File: src/rtl/serial_adder_8_bits.sv
// serial_adder_8_bits: bit-serial ripple adder computing A + B + CIN.
// A single full-adder cell is reused over WIDTH clock cycles, LSB first.
// Each operation is framed by a START / BUSY / DONE handshake.
// The result register (S, COUT and V when present) holds its value until the next operation completes.
//
// Optional feature: define SERIAL_ADDER_OVF_EN to add the signed-overflow output V.
//
// Handshake semantics:
//   START is sampled only in IDLE or DONE. A sampled START latches A, B and CIN.
//   After that edge, A, B and CIN may change freely.
//   BUSY is high for exactly WIDTH cycles after the accepting edge.
//   DONE is then a one-cycle pulse, and S/COUT are valid from that cycle on.
//   START seen while BUSY is ignored.
//   START held high in the DONE cycle restarts with no idle bubble.
//   RST is synchronous, active-high, and dominates every other event.
//   RST aborts an in-flight operation without producing a DONE pulse.
//
// dbg_state exposes the FSM encoding: 0 = IDLE, 1 = SHIFT, 2 = DONE.
module serial_adder_8_bits #(
  parameter int WIDTH = 8
) (
  input  logic             CLK,
  input  logic             RST,
  input  logic             START,
  input  logic [WIDTH-1:0] A,
  input  logic [WIDTH-1:0] B,
  input  logic             CIN,
  output logic [WIDTH-1:0] S,
  output logic             COUT,
  output logic             BUSY,
  output logic             DONE,
  output logic [1:0]       dbg_state
`ifdef SERIAL_ADDER_OVF_EN
  ,
  output logic             V
`endif
);

  localparam int CNT_W = (WIDTH > 2) ? $clog2(WIDTH) : 1;
  localparam logic [CNT_W-1:0] LAST_BIT = CNT_W'(WIDTH - 1);

  typedef enum logic [1:0] {
    ST_IDLE  = 2'd0,
    ST_SHIFT = 2'd1,
    ST_DONE  = 2'd2
  } state_t;

  state_t           state_q, state_d;
  logic [WIDTH-1:0] a_q, a_d;
  logic [WIDTH-1:0] b_q, b_d;
  logic             carry_q, carry_d;
  logic [CNT_W-1:0] cnt_q, cnt_d;
  logic [WIDTH-1:0] psum_q, psum_d;
  logic [WIDTH-1:0] s_q, s_d;
  logic             cout_q, cout_d;
  logic             busy_q, busy_d;
  logic             done_q, done_d;
`ifdef SERIAL_ADDER_OVF_EN
  logic             v_q, v_d;
`endif

  // Full-adder cell outputs for the bit currently at the bottom of the shift registers.
  logic sum_bit;
  logic carry_nxt;
  logic accept;

  // Next-state logic: full-adder step, operand shifting, and the START/BUSY/DONE sequencing.
  always_comb begin
    sum_bit   = a_q[0] ^ b_q[0] ^ carry_q;
    carry_nxt = (a_q[0] & b_q[0]) | (a_q[0] & carry_q) | (b_q[0] & carry_q);
    accept    = START && ((state_q == ST_IDLE) || (state_q == ST_DONE));

    state_d = state_q;
    a_d     = a_q;
    b_d     = b_q;
    carry_d = carry_q;
    cnt_d   = cnt_q;
    psum_d  = psum_q;
    s_d     = s_q;
    cout_d  = cout_q;
`ifdef SERIAL_ADDER_OVF_EN
    v_d     = v_q;
`endif

    case (state_q)
      ST_IDLE, ST_DONE: begin
        if (accept) begin
          a_d     = A;
          b_d     = B;
          carry_d = CIN;
          cnt_d   = '0;
          psum_d  = '0;
          state_d = ST_SHIFT;
        end else begin
          state_d = ST_IDLE;
        end
      end
      ST_SHIFT: begin
        a_d     = a_q >> 1;
        b_d     = b_q >> 1;
        psum_d  = {sum_bit, psum_q[WIDTH-1:1]};
        carry_d = carry_nxt;
        cnt_d   = cnt_q + CNT_W'(1);
        if (cnt_q == LAST_BIT) begin
          // Completing edge: the result register is loaded here and nowhere else.
          s_d     = {sum_bit, psum_q[WIDTH-1:1]};
          cout_d  = carry_nxt;
`ifdef SERIAL_ADDER_OVF_EN
          // carry_q is the carry into the MSB cell, and carry_nxt is the carry out of it.
          v_d     = carry_q ^ carry_nxt;
`endif
          cnt_d   = '0;
          state_d = ST_DONE;
        end
      end
      default: begin
        state_d = ST_IDLE;
      end
    endcase

    busy_d = (state_d == ST_SHIFT);
    done_d = (state_d == ST_DONE);
  end

  // State and datapath registers, with synchronous reset taking priority.
  always_ff @(posedge CLK) begin
    if (RST) begin
      state_q <= ST_IDLE;
      a_q     <= '0;
      b_q     <= '0;
      carry_q <= 1'b0;
      cnt_q   <= '0;
      psum_q  <= '0;
      s_q     <= '0;
      cout_q  <= 1'b0;
      busy_q  <= 1'b0;
      done_q  <= 1'b0;
`ifdef SERIAL_ADDER_OVF_EN
      v_q     <= 1'b0;
`endif
    end else begin
      state_q <= state_d;
      a_q     <= a_d;
      b_q     <= b_d;
      carry_q <= carry_d;
      cnt_q   <= cnt_d;
      psum_q  <= psum_d;
      s_q     <= s_d;
      cout_q  <= cout_d;
      busy_q  <= busy_d;
      done_q  <= done_d;
`ifdef SERIAL_ADDER_OVF_EN
      v_q     <= v_d;
`endif
    end
  end

  assign S         = s_q;
  assign COUT      = cout_q;
  assign BUSY      = busy_q;
  assign DONE      = done_q;
  assign dbg_state = state_q;
`ifdef SERIAL_ADDER_OVF_EN
  assign V         = v_q;
`endif

endmodule
File: config.mk
export PLATFORM = sky130hd
export DESIGN_NAME = serial_adder_8_bits
export DESIGN_NICKNAME = d
export VERILOG_FILES = /design/src/rtl/serial_adder_8_bits.sv
export SDC_FILE = /design/constraint.sdc
export NUM_CORES = 1
export LEC_CHECK = 0
export CAP_MARGIN = 20
export CORE_ASPECT_RATIO = 0.75
export CORE_UTILIZATION = 30
export CTS_BUF_LIST = sky130_fd_sc_hd__clkbuf_16
export DETAILED_ROUTE_END_ITERATION = 8
export PLACE_DENSITY = 0.6
export SKIP_LAST_GASP = 1
export SLEW_MARGIN = 20
export SYNTH_ARGS = -nofsm -noshare
export SYNTH_HDL_FRONTEND = slang
export SYNTH_SLANG_ARGS = --single-unit
File: constraint.sdc
create_clock -name CLK -period 2.5 [get_ports CLK]
set_input_delay 0.625 -clock CLK [delete_from_list [all_inputs] [get_ports CLK]]
set_output_delay 0.625 -clock CLK [all_outputs]
set_load 0.03 [all_outputs]
-- After elaboration in Yosys (flattened, before gate mapping)
Index checks and enable logic that the tools add are counted.
Widths: inputs -> output; s select.
- flip-flop bits (word level): 41
- input port bits: 20
- output and inout bits: 13
- logic and storage cells: 45
- add/sub/neg operators: 1
- eq/ne operators: 6
- multiplexer cells: 14
- bitwise gates (word level): 7
- reduce and logical (&&, ||, !) cells: 7
- operators with widths (operator ; number):
    $pmux 8 s2 ; 3
    $mux 8 ; 3
    $mux 3 ; 2
    $pmux 3 s2 ; 1
    $eq 2x1->1 const B ; 2
    $eq 2x2->1 const B ; 2
    $pmux 2 s2 ; 1
    $reduce_and 2->1 ; 2
    $add 3x1->3 const B ; 1
    $and 1x1->1 ; 3
    $eq 3x3->1 const B ; 1
    $logic_not 2->1 ; 1
    $mux 1 ; 2
    $mux 2 ; 1
    $ne 2x2->1 const B ; 1
    $or 1x1->1 ; 2
    $pmux 1 s2 ; 1
    $reduce_bool 2->1 ; 1
    $reduce_or 2->1 ; 1
    $xor 1x1->1 ; 2
    $logic_and 1x1->1 ; 1
    $logic_or 1x1->1 ; 1

-- Longest topological paths before layout
Gate-level depths: netlist (run 1).
- depth in word-level cells: 6
- depth in mapped cells: 6
- gate-level depth less buffers: 5

-- Worst setup path before layout (run 1)
No wires, ideal clock.
- path type: input -> register
- from: in START
- to: reg carry_q
- setup time: 0.071 ns
- arrival: 1.267 ns
- required time: 2.429 ns
- path slack: 1.162 ns
- stages on the path: 4
- path buffers: 1
- cell sequence: nor2b_1 > buf_4 > a2bb2oi_1 > a21oi_1
- longest elaborated chain between the ends: 3
- ends and longest elaborated chain (what ; line ; source):
    start: declaration ; 24 ; input logic START,
    $logic_and 1x1->1 ; 71 ; accept = START && ((state_q == ST_IDLE) || (state_q == ST_DONE));
    $ne 2x2->1 (no line) ; -- ;
    $reduce_and 2->1 (no line) ; -- ;
    end signal: assignment ; 145 ; carry_q <= carry_d;
    end: declaration ; 51 ; logic carry_q, carry_d;
No other way between the ends.
A chain may end at the register's enable or synchronous reset.

-- Final worst setup path (run 1)
- from: reg state_q[0], in the netlist dbg_state[0]
- to: out dbg_state[0]
- RTL lines (what ; line ; source):
    start: declaration ; 48 ; state_t state_q, state_d;
    start signal: assignment ; 142 ; state_q <= state_d;
    end: declaration ; 32 ; output logic [1:0] dbg_state
No word-level cell between the ends.

==> results of run 1 <==
==> power breakdown <==
group | switching [W] | internal [W] | leakage [nW]
Combinational | 0.0000903 | 0.0000811 | 0.305
Clock | 0.000243 | 0.000465 | 0.0850
Sequential | 0.0000183 | 0.000671 | 0.327
==> cell type report <==
type,instances,area (µm²)
fill,481,2830
sequential,40,801
multi-input combinational,118,636
timing repair buffer,37,358
clock buffer,5,125
tap,60,75.1
clock inverter,3,38.8
inverter,3,11.3
==> synth_stat cells (all sizes together) <==
library cell / n
dfxtp: 40
a31oi: 1
inv: 3
a21oi: 19
nor2: 7
buf: 10
nand2: 24
a311oi: 2
nor2b: 2
nand3b: 1
o22ai: 14
and3b: 1
a211oi: 2
o21a: 1
nor4b: 1
a2bb2oi: 1
clkbuf: 4
ha: 2
nand2b: 3
nor3: 24
nand3: 12
fa: 1
==> routing by layer <==
layer	vias up	global-route usage, %	wire (µm)
met1	588	17.2	1710
met2	19	21.3	1460
met4	0	8.41	83
met5	-	0	0
li1	678	-	-
met3	7	4.85	159
==> cells by family after synthesis <==
group | synth area share [%]
AO/OA/AOI/OAI | 15.6
AND/OR/NAND/NOR | 23.2
adder cells (fa/ha/maj) | 2.96
buffers and inverters | 5.51
flip-flops | 52.7
==> worst max-delay path by stage <==
stage	end	slack (ns)
after floorplan	carry_q	1.16
after detailed placement	b_q[0]	0.58
after global placement	a_q[0]	0.62
final	dbg_state[0]	0.44
after global routing	dbg_state[0]	0.39
after CTS	dbg_state[0]	0.44
==> registers in the layout, indices dropped and copies added, names as in the netlist <==
signal / count
psum_q: 7
a_q: 8
cnt_q: 3
BUSY: 1
S: 8
b_q: 8
dbg_state: 2
carry_q: 1
DONE: 1
COUT: 1
==> cell usage in the layout, fill, tap and decap left out <==
cell type and n:
nand2b_1 3, dfxtp_1 40, nand3_1 12, a311oi_1 2, nor3_1 24, nand3b_1 1, fa_1 1, bufinv_16 1
a31oi_1 1, nand2_1 24, ha_1 2, clkbuf_16 5, nor2b_1 2, o22ai_1 14, a21oi_1 19, o21a_1 1
nor4b_1 1, clkinv_2 1, inv_1 4, a2bb2oi_1 1, and3b_1 1, nor2_1 7, a211oi_1 2, clkdlybuf4s50_1 32
buf_4 5
==> worst min-delay path: cells and delay by family (launching register included) <==
| family | cells | cell delay (ns) |
|---|---|---|
| flops | 1 | 0.31 |
| simple gates | 1 | 0.05 |
| compound gates | 1 | 0.05 |
==> per-stage QoR <==
stage | setup slack, ns | instance area, µm²
global route | 0.386 | 2040
CTS | 0.436 | 2040
global placement | 0.616 | 1880
finish | 0.443 | 2040
detailed placement | 0.578 | 1880
floorplan | 1.16 | 1520
==> out/metrics.cfg, run 1 <==
[synth]
yosys.area.top_type_share_pct = 52.7
ys_seq_elements = 40
syn_nets = 198
yosys.area.top_type = dfxtp_1
netlist_area_mm2 = 0.00152
synthDistinctLibCells = 23
avgSynthCellArea_um2 = 8.69
synthTopCellsByArea = dfxtp_1 53%, nor3_1 7.9%, a21oi_1 6.3%, nand2_1 5.9%, o22ai_1 5.8%
yosys_warnings = 0
syn_inst = 175
yosysSeqAreaShare_pct = 52.7

[worst_setup_path]
startpoint_type = flop
path_max_fanout = 8
reg2reg_to = b_q[3]
path_cells = clkdlybuf4s50_1
cp_slowest_stage_delay_ns = 0.71
r2r_start = dbg_state[1]
end_kind = output port
cp.buffers_inverters = 1
critical_path_class = reg -> out
crit_slowest_cell = clkdlybuf4s50_1
cp.depth = 1
critPathLaunch = dbg_state[0]
arrival_ns = 1.43
crit_required_ns = 1.88
critical-path-top-delay-family = buffers and inverters
rr_worst_depth = 4
reg2reg_slack_ns = 0.85

[layout]
area_growth_pct = 34.5
drive_above_1_share_pct = 5.83
final_nets = 228
postLayoutCoreUtil_pct = 42.0
stdcell_count = 266
diodes = 0

[grt]
antenna_found_initial = 0
grt_usage_pct = 14.0
grt_overflow = 0
grt_pass1_vias = 1235
grt_pass1_wl_um = 5690
grt_max_degree = 41

[die]
start_util_pct = 31.2
die_area_mm2 = 0.00536
die_y_um = 63.7
die_w_um = 84.2
rows = 22
ios = 33
core_area_mm2 = 0.00487

[place]
gp_congestion = 0.649
post-place-cells = 258
hpwlAfterDp_um = 2100
port_buffers = 32

[sta]
finalHoldViolCount = 0
drv_slew = 0
worst_slew_pin_slew_ns = 0.650
slew_headroom_pct = 56.7
max_freq_mhz = 486
holdWs_ns = 0.453
min_period_over_period_pct = 82.3
setup_viol = 0
fin_worst_skew_ns = 0.00512
rsz0062_at_grt = no
fin_crit_ns = 2.06
fin_setup_tns_ns = 0

[power]
p_per_area_mw_per_mm2 = 767
peakVddDrop_mv = 0.422
total_power_w = 0.00157
p_leak_nw = 0.717

[detailed_routing]
num_vias = 1292
vias_per_cell = 4.86
finalWirelength_um = 3420
routedWlPerCell_um = 12.8
drc = 4
drtAntennaViolNets = 0
firstDrtPassIters = 6
drt-initial-drc-count = 67

[job]
maxCapViolCount = 0

[clock_network]
root_buffer = clkbuf_16
cts_tree = done
cts_buffers = 5
cts_sinks = 40
h-tree-depth = 2
cts_resized = 0
post-cts-setup-buffers = 0
holdBufCountCts = 0
clk_pin_slew_ns = 0.06
clkLatencyLatePin_ns = 0.28
clockBufferDepth = 2

[outcome]
status = finished with violations
violations = DRC

[worst_hold_path]
min_from = S[3]
min_path_type = reg -> reg
hold_depth = 2
worstHoldEndpoint = S[3]

No activity file was read; power rests on OpenSTA's default activity.
==> inputs of run 2 (changes only) <==
==> constraint.sdc (replaced) <==
create_clock -name CLK -period 2 [get_ports CLK]
set_input_delay 0.5 -clock CLK [delete_from_list [all_inputs] [get_ports CLK]]
set_output_delay 0.5 -clock CLK [all_outputs]
set_load 0.03 [all_outputs]
==> out/metrics.cfg, run 2 (synthesized netlist as in run 1, its figures left out) <==
[detailed_routing]
vias_per_cell = 4.93  ; +1.5%
drt-initial-drc-count = 77  ; +15%
num_vias = 1307  ; +1.2%
firstDrtPassIters = 6  ; unchanged
drtAntennaViolNets = 0  ; unchanged
finalWirelength_um = 3350  ; -2.0%
routedWlPerCell_um = 12.6  ; -1.6%
drc = 4  ; unchanged

[clock_network]
clockBufferDepth = 2  ; unchanged
post-cts-setup-buffers = 0  ; unchanged
clkLatencyLatePin_ns = 0.28  ; about the same
h-tree-depth = 2  ; unchanged
clk_pin_slew_ns = 0.05  ; about the same
cts_sinks = 40  ; unchanged
cts_buffers = 5  ; unchanged
cts_tree = done
root_buffer = clkbuf_16
cts_resized = 0  ; unchanged
holdBufCountCts = 0  ; unchanged

[sta]
worst_slew_pin_slew_ns = 0.429  ; -0.221 ns
drv_slew = 0  ; unchanged
slew_headroom_pct = 71.4  ; +15 points
max_freq_mhz = 522
min_period_over_period_pct = 95.9
fin_worst_skew_ns = 0.00243  ; -0.00269 ns
rsz0062_at_grt = no
finalHoldViolCount = 0  ; unchanged
fin_crit_ns = 1.92
setup_viol = 0  ; unchanged
holdWs_ns = 0.452  ; -0.000562 ns
fin_setup_tns_ns = 0  ; unchanged

[worst_setup_path]
startpoint_type = flop
reg2reg_slack_ns = 0.45  ; -0.40 ns
path_max_fanout = 8  ; unchanged
cp_slowest_stage_delay_ns = 0.71  ; about the same
critical-path-top-delay-family = buffers and inverters
cp.buffers_inverters = 1  ; unchanged
crit_slowest_cell = clkdlybuf4s50_1
path_cells = clkdlybuf4s50_1
critical_path_class = reg -> out
end_kind = output port
crit_required_ns = 1.50  ; -0.38 ns
arrival_ns = 1.42  ; about the same

[layout]
diodes = 0  ; unchanged
postLayoutCoreUtil_pct = 41.9  ; -0.10 points
fill_cells = 503  ; +4.6%
seqCellArea_um2 = 801  ; unchanged
final_nets = 228  ; unchanged
layout_common_cells = 40 x dfxtp_1, 32 x clkdlybuf4s50_1, 24 x nor3_1, 24 x nand2_1, 19 x a21oi_1
drive_above_1_share_pct = 5.37  ; -0.46 points
post-route-cell-area_mm2 = 0.00204  ; -0.24%
area_growth_pct = 34.2
stdcell_count = 265  ; -0.38%
multi_input_area_um2 = 636  ; unchanged
final_common_cell = dfxtp_1

[grt]
grt_pass1_vias = 1271  ; +2.9%
grt_pass1_wl_um = 5740  ; +0.97%
grt_usage_pct = 13.8  ; -0.24 points
grt_max_degree = 41  ; unchanged
grt_overflow = 0  ; unchanged
antenna_found_initial = 0  ; unchanged

[die]
die_w_um = 84.2  ; unchanged
die_y_um = 63.7  ; unchanged
ios = 33  ; unchanged
core_area_mm2 = 0.00487  ; unchanged
die_area_mm2 = 0.00536  ; unchanged
rows = 22  ; unchanged
start_util_pct = 31.2  ; unchanged

[power]
peakVddDrop_mv = 0.363  ; -14%
p_leak_nw = 0.712  ; -0.62%
p_per_area_mw_per_mm2 = 893  ; +16%

[place]
hpwlAfterDp_um = 2050  ; -2.4%
post-place-cells = 258  ; unchanged
gp_congestion = 0.685  ; +5.5%
place_area_mm2 = 0.00191  ; +1.3%
port_buffers = 32  ; unchanged

[outcome]
status = finished with violations
violations = DRC

[job]
maxCapViolCount = 0  ; unchanged

[worst_hold_path]
min_path_type = reg -> reg

-- run 2: cell count changes in the layout (fill, tap and decap cells not counted), sizes merged --
cell    before  now
bufinv       1    0
-- run 2: layout make-up --
class                      instances  area share, %
clock inverter                     2          0.429
inverter                           3          0.552
timing repair buffer              37           18.8
tap                               60           3.68
clock buffer                       5           6.13
sequential                        40           39.3
multi-input combinational        118           31.2
-- run 2: through the flow --
stage	total power, W	worst slack, ns
after global routing	0.00191	0.0122
after detailed placement	0.00110	0.298
after global placement	0.00110	0.362
after CTS	0.00185	0.0600
after floorplan	0.00102	0.677
final	0.00182	0.0826
-- run 2: report_power, final --
group	internal, W	switching, W
Sequential	0.000839	0.0000218
Clock	0.000447	0.000290
Combinational	0.000109	0.000114
Total	0.00139	0.000426
-- run 2: routing by layer --
layer  vias up  GRT usage [%]  share of wire (%)
li1        674              -                  -
met3         7           4.85                5.4
met1       597           16.8                 50
met4         0           5.82                1.4
met5         -              0                  0
met2        29           22.1                 43
-- run 2: worst min-delay path, cell delays in order (launching register included) --
cell,delay (ns)
dfxtp_1,0.30
nand2_1,0.05
a21oi_1,0.05
-- run 2: worst paths after layout --
path | start | end | depth (start not counted)
max | dbg_state[0] | dbg_state[0] | 1
min | S[0] | S[0] | 2
max reg2reg | cnt_q[0] | S[7] | 5
min reg2reg | S[0] | S[0] | 2
==> inputs of run 3 (changes only) <==
--- a/config.mk
+++ b/config.mk
@@ -7,10 +7,11 @@
 export LEC_CHECK = 0
 export CAP_MARGIN = 20
 export CORE_ASPECT_RATIO = 0.75
-export CORE_UTILIZATION = 30
+export CORE_UTILIZATION = 40
 export CTS_BUF_LIST = sky130_fd_sc_hd__clkbuf_16
 export DETAILED_ROUTE_END_ITERATION = 8
-export PLACE_DENSITY = 0.6
+export PLACE_DENSITY = 0.73
+export RECOVER_POWER = 25
 export SKIP_LAST_GASP = 1
 export SLEW_MARGIN = 20
 export SYNTH_ARGS = -nofsm -noshare
==> out/metrics.cfg, run 3 (synthesized netlist as in run 1, its figures left out) <==
[clock_network]
root_buffer = clkbuf_16
cts_sinks = 40  ; unchanged
holdBufCountCts = 0  ; unchanged
clockBufferDepth = 2  ; unchanged
cts_tree = done
h-tree-depth = 2  ; unchanged
cts_buffers = 5  ; unchanged
post-cts-setup-buffers = 0  ; unchanged
clkLatencyLatePin_ns = 0.28  ; about the same
clk_pin_slew_ns = 0.05  ; about the same

[die]
die_w_um = 73.2  ; -13%
rows = 18  ; -18%
die_y_um = 55.4  ; -13%
start_util_pct = 44.1  ; +13 points
die_area_mm2 = 0.00405  ; -24%
ios = 33  ; unchanged
core_area_mm2 = 0.00345  ; -29%

[sta]
finalHoldViolCount = 0  ; unchanged
fin_crit_ns = 1.86  ; -0.0575 ns
fin_worst_skew_ns = 0.00344  ; +0.00100 ns
holdWs_ns = 0.454  ; +0.00176 ns
setup_viol = 0  ; unchanged
worst_slew_pin_slew_ns = 0.598  ; +0.169 ns
drv_slew = 0  ; unchanged
rsz0062_at_grt = no
fin_setup_tns_ns = 0  ; unchanged
slew_headroom_pct = 60.1  ; -11 points
max_freq_mhz = 538  ; +3.1%
min_period_over_period_pct = 93.0  ; -2.9 points

[place]
gp_congestion = 0.741  ; +8.2%
hpwlAfterDp_um = 2040  ; -0.32%
port_buffers = 32  ; unchanged

[detailed_routing]
drc = 0  ; -4
drtAntennaViolNets = 0  ; unchanged
finalWirelength_um = 3200  ; -4.4%
vias_per_cell = 5.14  ; +4.1%
drt-initial-drc-count = 76  ; -1.3%
firstDrtPassIters = 4  ; -2
num_vias = 1315  ; +0.61%
routedWlPerCell_um = 12.5  ; -1.1%

[worst_setup_path]
critical_path_class = reg -> out
r2r_start = dbg_state[0]
reg2reg_slack_ns = 0.44  ; about the same
critical-path-top-delay-family = buffers and inverters
critPathLaunch = dbg_state[1]
startpoint_type = flop
path_cells = clkdlybuf4s50_1
path_max_fanout = 6  ; -2
cp.depth = 1  ; unchanged
rr_worst_depth = 4  ; -1
worstSetupEndpoint = dbg_state[1]
arrival_ns = 1.36  ; -0.06 ns
end_kind = output port
reg2reg_to = a_q[0]
crit_required_ns = 1.50  ; about the same
crit_slowest_cell = clkdlybuf4s50_1
cp_slowest_stage_delay_ns = 0.69  ; -0.02 ns
cp.buffers_inverters = 1  ; unchanged

[layout]
diodes = 0  ; unchanged
final_nets = 228  ; unchanged
area_growth_pct = 32.7
final_common_cell = dfxtp_1
drive_above_1_share_pct = 4.85  ; -0.51 points
layout_common_cells = 40 x dfxtp_1, 30 x clkdlybuf4s50_1, 24 x nor3_1, 24 x nand2_1, 19 x a21oi_1

[worst_hold_path]
min_path_type = reg -> reg
hold_depth = 2  ; unchanged
min_from = S[3]

[power]
peakVddDrop_mv = 0.413  ; +14%
p_per_area_mw_per_mm2 = 896  ; +0.37%
p_leak_nw = 0.723  ; +1.6%

[grt]
grt_max_degree = 41  ; unchanged
grt_overflow = 0  ; unchanged
grt_pass1_wl_um = 5420  ; -5.6%
grt_usage_pct = 17.2  ; +3.4 points
antenna_found_initial = 0  ; unchanged
grt_pass1_vias = 1207  ; -5.0%

[job]
maxCapViolCount = 0  ; unchanged

[outcome]
status = finished clean

## run 3: cell type report
class	count	area, µm²
sequential	40	801
fill	329	1430
multi-input combinational	118	636
timing repair buffer	37	370
inverter	3	11.3
clock buffer	5	125
clock inverter	3	11.3
tap	50	62.6
## run 3: how the worst min path moves through the flow
stage / slack, ns / end
global placement: 0.45 / S[0]
floorplan: 0.43 / S[0]
CTS: 0.46 / S[3]
global route: 0.48 / S[0]
finish: 0.45 / S[3]
detailed placement: 0.45 / S[3]
## run 3: stage by stage
| stage | total power (W) | setup WS (ns) | cells | util [%] | instance area (µm²) |
|---|---|---|---|---|---|
| 3_3_place_gp | 0.00109 | 0.372 | 248 | 54.9 | 1890 |
| 4_1_cts | 0.00183 | 0.0618 | 256 | 58.9 | 2030 |
| 2_1_floorplan | 0.00102 | 0.677 | 175 | - | 1520 |
| 6_report | 0.00181 | 0.140 | 256 | 58.5 | 2020 |
| 3_5_place_dp | 0.00110 | 0.340 | 248 | 54.9 | 1890 |
| 5_1_grt | 0.00189 | 0.0720 | 256 | 58.5 | 2020 |
## run 3: timing repair
action,4_1_cts,5_1_grt
setup endpoints to repair,0,1
gates resized for setup,0,1
endpoints found under the hold margin,0,0
## run 3: routing by layer
layer	vias to the layer above	GRT usage (%)	wire (µm)
met5	-	0	0
met4	0	6.72	44
met3	5	5.11	167
met2	28	27.0	1420
met1	604	22.0	1560
li1	678	-	-
## run 3: report_power, final
group / internal [W] / switching, W
combinational: 0.000102 / 0.000112
sequential: 0.000839 / 0.0000228
clock: 0.000448 / 0.000283
